**src/rtl/debouncer_bank.sv**
```systemverilog
// Bank of independent button/switch debouncers with edge and long-press pulses.
//
// Each channel synchronises its raw input through two flops, then accepts a new
// level only after it has been stable for DB_CYCLES synchronised cycles. Accepted
// transitions produce one-cycle rise/fall pulses aligned with the first cycle of
// the new clean level. A hold counter tracks how long clean has been high and
// emits a single long_press pulse once it reaches HOLD_CYCLES.
//
// Ports:
//   clk        - sole clock, rising edge
//   sys_reset  - asynchronous active-low reset
//   noisy      - raw asynchronous input levels, bit i = channel i
//   clean      - debounced level per channel
//   rise_pulse - one-cycle pulse on each accepted 0->1 transition
//   fall_pulse - one-cycle pulse on each accepted 1->0 transition
//   long_press - one-cycle pulse when clean has been high HOLD_CYCLES cycles
module debouncer_bank #(
  parameter int unsigned CHANNELS    = 3,
  parameter int unsigned DB_CYCLES   = 16,
  parameter int unsigned HOLD_CYCLES = 1000
) (
  input  logic                clk,
  input  logic                sys_reset,
  input  logic [CHANNELS-1:0] noisy,
  output logic [CHANNELS-1:0] clean,
  output logic [CHANNELS-1:0] rise_pulse,
  output logic [CHANNELS-1:0] fall_pulse,
  output logic [CHANNELS-1:0] long_press
);

  localparam int unsigned DB_W   = $clog2(DB_CYCLES + 1);
  localparam int unsigned HOLD_W = $clog2(HOLD_CYCLES + 1);

  localparam logic [DB_W-1:0]   DB_LAST   = DB_W'(DB_CYCLES - 1);
  localparam logic [HOLD_W-1:0] HOLD_LAST = HOLD_W'(HOLD_CYCLES - 1);
  localparam logic [HOLD_W-1:0] HOLD_MAX  = HOLD_W'(HOLD_CYCLES);

  for (genvar i = 0; i < int'(CHANNELS); i++) begin : g_ch

    logic              sync1;
    logic              sync2;
    logic [DB_W-1:0]   db_cnt;
    logic [DB_W-1:0]   db_cnt_nxt;
    logic [HOLD_W-1:0] hold_cnt;
    logic [HOLD_W-1:0] hold_cnt_nxt;
    logic              clean_q;
    logic              clean_nxt;
    logic              rise_q;
    logic              rise_nxt;
    logic              fall_q;
    logic              fall_nxt;
    logic              long_q;
    logic              long_nxt;
    logic              accept;

    // Debounce, edge-pulse and hold-counter next-state logic.
    always_comb begin
      accept       = 1'b0;
      db_cnt_nxt   = '0;
      clean_nxt    = clean_q;
      rise_nxt     = 1'b0;
      fall_nxt     = 1'b0;
      hold_cnt_nxt = '0;
      long_nxt     = 1'b0;

      // Count only while the synchronised level disagrees with clean; any
      // agreeing cycle leaves db_cnt_nxt at its zero default.
      if (sync2 != clean_q) begin
        if (db_cnt == DB_LAST) begin
          accept    = 1'b1;
          clean_nxt = sync2;
          rise_nxt  = sync2;
          fall_nxt  = ~sync2;
        end else begin
          db_cnt_nxt = db_cnt + 1'b1;
        end
      end

      // A fall accepted on this edge ends the press, so it neither advances
      // the hold count nor lets long_press fire alongside fall_pulse.
      if (clean_q && !accept) begin
        hold_cnt_nxt = (hold_cnt == HOLD_MAX) ? hold_cnt : hold_cnt + 1'b1;
        long_nxt     = (hold_cnt == HOLD_LAST);
      end
    end

    // Channel state registers.
    always_ff @(posedge clk or negedge sys_reset) begin
      if (!sys_reset) begin
        sync1    <= 1'b0;
        sync2    <= 1'b0;
        db_cnt   <= '0;
        hold_cnt <= '0;
        clean_q  <= 1'b0;
        rise_q   <= 1'b0;
        fall_q   <= 1'b0;
        long_q   <= 1'b0;
      end else begin
        sync1    <= noisy[i];
        sync2    <= sync1;
        db_cnt   <= db_cnt_nxt;
        hold_cnt <= hold_cnt_nxt;
        clean_q  <= clean_nxt;
        rise_q   <= rise_nxt;
        fall_q   <= fall_nxt;
        long_q   <= long_nxt;
      end
    end

    assign clean[i]      = clean_q;
    assign rise_pulse[i] = rise_q;
    assign fall_pulse[i] = fall_q;
    assign long_press[i] = long_q;

  end : g_ch

endmodule
```
**config.mk**
```make
export PLATFORM = sky130hd
export DESIGN_NAME = debouncer_bank
export DESIGN_NICKNAME = d
export VERILOG_FILES = /design/src/rtl/debouncer_bank.sv
export SDC_FILE = /design/constraint.sdc
export NUM_CORES = 1
export LEC_CHECK = 0
export CORE_MARGIN = 2
export CORE_UTILIZATION = 27
export CTS_CLUSTER_SIZE = 16
export DETAILED_ROUTE_END_ITERATION = 10
export MAX_ROUTING_LAYER = met4
export PLACE_DENSITY = 0.45
export SLEW_MARGIN = 20
export SYNTH_ARGS = -nofsm -noshare
export SYNTH_HDL_FRONTEND = slang
export SYNTH_SLANG_ARGS = --single-unit
export TNS_END_PERCENT = 100
```
**constraint.sdc**
```tcl
create_clock -name clk -period 3.9 [get_ports clk]
set_input_delay 0.78 -clock clk [delete_from_list [all_inputs] [get_ports clk]]
set_output_delay 0.78 -clock clk [all_outputs]
set_load 0.01 [all_outputs]
```
==> flow_summary.toml <==
[cells_and_area]
syn2layout_area_growth_pct = 13.88
finalNonFillerCells = 436
drive_above_1_share_pct = 10.14
final_cell_area_um2 = 3388
multi_input_area_um2 = 1245
nFillCells = 1112
diodes = 0
fin_nets = 305
final-seq-area_um2 = 1577

[placement]
portBuffers = 16
dpl_cell_area_um2 = 3212
gp_congestion = 0.7294
dp_hpwl_mm = 3.538
place_inst = 420

[timing]
fin_skew_ns = 0.01337
max_freq_ghz = 0.4748
max_slew_margin_pct = 52.60
final_max_slew_viol_count = 0
tightest_slew_ns = 0.7111
period_share_pct = 54.00
tns_ns = 0
setup_viol = 0
finalCriticalPeriod_ns = 2.106
rsz0062_at_grt = "false"
hold_violations = 0

[floorplan]
die_y_um = 109.0
io_pins = 17
start_util_pct = 27.57
die_w_um = 109.0
die_area_um2 = 11880
fp-row-count = 38
coreArea_um2 = 10790

[route]
drc_errors = 0
vias = 2044
antenna_left = 0
initialDrtViolationCount = 96
drtPass1Iterations = 4
drt-total-wl_mm = 5.445
wl_per_cell_um = 12.49
via_per_inst = 4.688

[logic_synthesis]
synth_top_area_share_pct = 52.99
ys_ff_latch = 63
synth_nets = 292
syn_area_um2 = 2975
syn_inst = 278
avgSynthCellArea_um2 = 10.70
synth_edf_count = 0
ys_types = 36
yosysWarnings = 0
yosys.area.top_type = "dfrtp_1"
ys.flop_type = "dfrtp_1"
ys_seq_area_share_pct = 52.99
ys_top_cells_by_area = "dfrtp_1, xor2_1, ha_1"
ys_async_sr_fraction_pct = 100.0

[clock_tree]
clk-insertion-delay-late_ns = 0.34
htreeDepth = 3
clock-sinks = 63
cts_resized = 0
cts_setup_buffers = 0
cts_root_buf = "clkbuf_8"
path_clk_slew_ns = 0.07
cts_buffers = 9
cts_hold_buf = 0
cts_tree = "built"
clock_path_buffers = 2

[outcome]
status = "complete, no violations"

[worst_setup_path]
worstReg2RegEnd = "g_ch[0].long_q"
worstSetupPathType = "flop to output port"
path_max_fanout = 6
rrSetupSlack_ns = 2.14
required_ns = 3.12
worstPathArrival_ns = 1.33
crit_chain = "clkdlybuf4s50_1"
cp_slowest_cell = "clkdlybuf4s50_1"
r2r_cells = 5
slowest_delay_ns = 0.57
rr_startpoint = "g_ch[0].db_cnt[0]"
endpoint_kind = "output port"
path_delay_family = "buffers and inverters"
path_buf_inv = 1
startpoint_type = "flop"

[grt]
grt_max_degree = 34
grt_pass1_wl_mm = 9.956
antenna_found_initial = 0
grt-ovfl-total = 0
grt_pass1_vias = 2087
track_usage_pct = 10.96

[hold_path]
hp-start = "g_ch[2].sync1"
hold_end = "g_ch[2].sync2"
min_path_cells = 0
hold_class = "flop to flop"

[pwr]
power_mw = 1.220
ir_drop_mv = 0.1484
power_density_nw_per_um2 = 360.1
leakage_nw = 1.391

[job]
max-cap-violations = 0
[stage by stage]
| stage | utilization, % | worst slack, ns | hold slack [ns] |
|---|---|---|---|
| after floorplan | - | 2.551 | 0.3312 |
| after global placement | 29.76 | 2.045 | 0.3382 |
| after detailed placement | 29.76 | 2.037 | 0.3386 |
| after CTS | 31.39 | 1.764 | 0.3655 |
| after global routing | 31.39 | 1.694 | 0.3776 |
| final | 31.39 | 1.794 | 0.3600 |
[synth_stat cells, types with 5 or more instances]
library cell,n
ha_1,9
a21oi_1,20
nor3b_1,6
nand2_1,16
inv_1,8
nor2_1,12
nor2b_1,6
o31ai_1,10
nand2b_1,5
nand4_1,8
a31oi_1,6
buf_4,14
xor2_1,15
nor4_1,6
o21ai_0,14
dfrtp_1,63
nand3_1,11
or3_1,10
[how the worst max path moves through the flow]
| stage | from | depth (start not counted) | end | slack, ns |
|---|---|---|---|---|
| 3_5_place_dp | sys_reset | 2 | g_ch[1].hold_cnt[3] | 2.04 |
| 6_report | g_ch[0].clean_q | 1 | clean[0] | 1.79 |
| 3_3_place_gp | sys_reset | 2 | g_ch[1].rise_q | 2.05 |
| 2_1_floorplan | g_ch[1].db_cnt[0] | 5 | g_ch[1].hold_cnt[0] | 2.55 |
| 4_1_cts | g_ch[0].clean_q | 1 | clean[0] | 1.76 |
| 5_1_grt | g_ch[0].clean_q | 1 | clean[0] | 1.69 |
[cell type report]
| type | instances | area share [%] |
|---|---|---|
| sequential | 63 | 46.53 |
| multi-input combinational | 189 | 36.74 |
| timing repair buffer | 20 | 5.465 |
| tap | 140 | 5.170 |
| clock buffer | 13 | 4.690 |
| inverter | 8 | 0.8863 |
| clock inverter | 3 | 0.5170 |
[metal layers]
| layer | part of all wire [%] | up-vias | global-route usage, % | wire (um) |
|---|---|---|---|---|
| met5 | 0 | - | - | 0 |
| met4 | 1.0 | 0 | 3.297 | 55 |
| met3 | 3.5 | 4 | 4.124 | 189 |
| met2 | 44 | 25 | 16.10 | 2410 |
| met1 | 51 | 995 | 14.03 | 2789 |
| li1 | - | 1020 | - | - |
[report_power, final]
part | internal [mW] | switching (mW)
combinational | 0.0116 | 0.0203
sequential | 0.664 | 0.00859
clock | 0.264 | 0.252
total | 0.940 | 0.280
[kinds of logic (layout without fill, tap and decap cells)]
group | Yosys count | in the layout | synth area share [%]
and+or+nand+nor | 111 | 111 | 22.71
buffers and inverters | 26 | 44 | 5.172
AOI/OAI and AO/OA | 51 | 51 | 9.798
DFF | 63 | 63 | 52.99
xor gates and xnor gates | 15 | 15 | 4.416
muxes | 3 | 3 | 1.135
adders and majority gates | 9 | 9 | 3.785
[state kept, by name, summed over array words and instances (netlist names)]
register,cells
g_ch.db_cnt,15
g_ch.hold_cnt,30
g_ch.long_q,3
g_ch.fall_q,3
g_ch.clean_q,3
g_ch.sync1,3
g_ch.sync2,3
g_ch.rise_q,3
[cells in the final DEF, fill, tap and decap left out, types with 2 or more instances in the layout]
cell type and n:
nand3_1 11, nand4b_1 3, o31ai_1 10, and2_1 4
a21oi_1 20, inv_1 8, or4_1 3, nor3b_1 6
nand4_2 3, nor3_1 3, clkbuf_8 11, clkinv_2 2
and4_1 2, a31oi_1 6, nor4_1 6, ha_1 9
clkbuf_1 2, nand3b_1 3, dfrtp_1 63, and3_1 2
clkdlybuf4s50_1 15, or3_1 10, nand4_1 8, nand2_1 16
xor2_1 15, mux2_2 3, o21ai_0 14, nor2_1 12
nand2b_1 5, buf_4 4, nor2b_1 6, and3b_1 3
No activity file was read; power rests on OpenSTA's default activity.
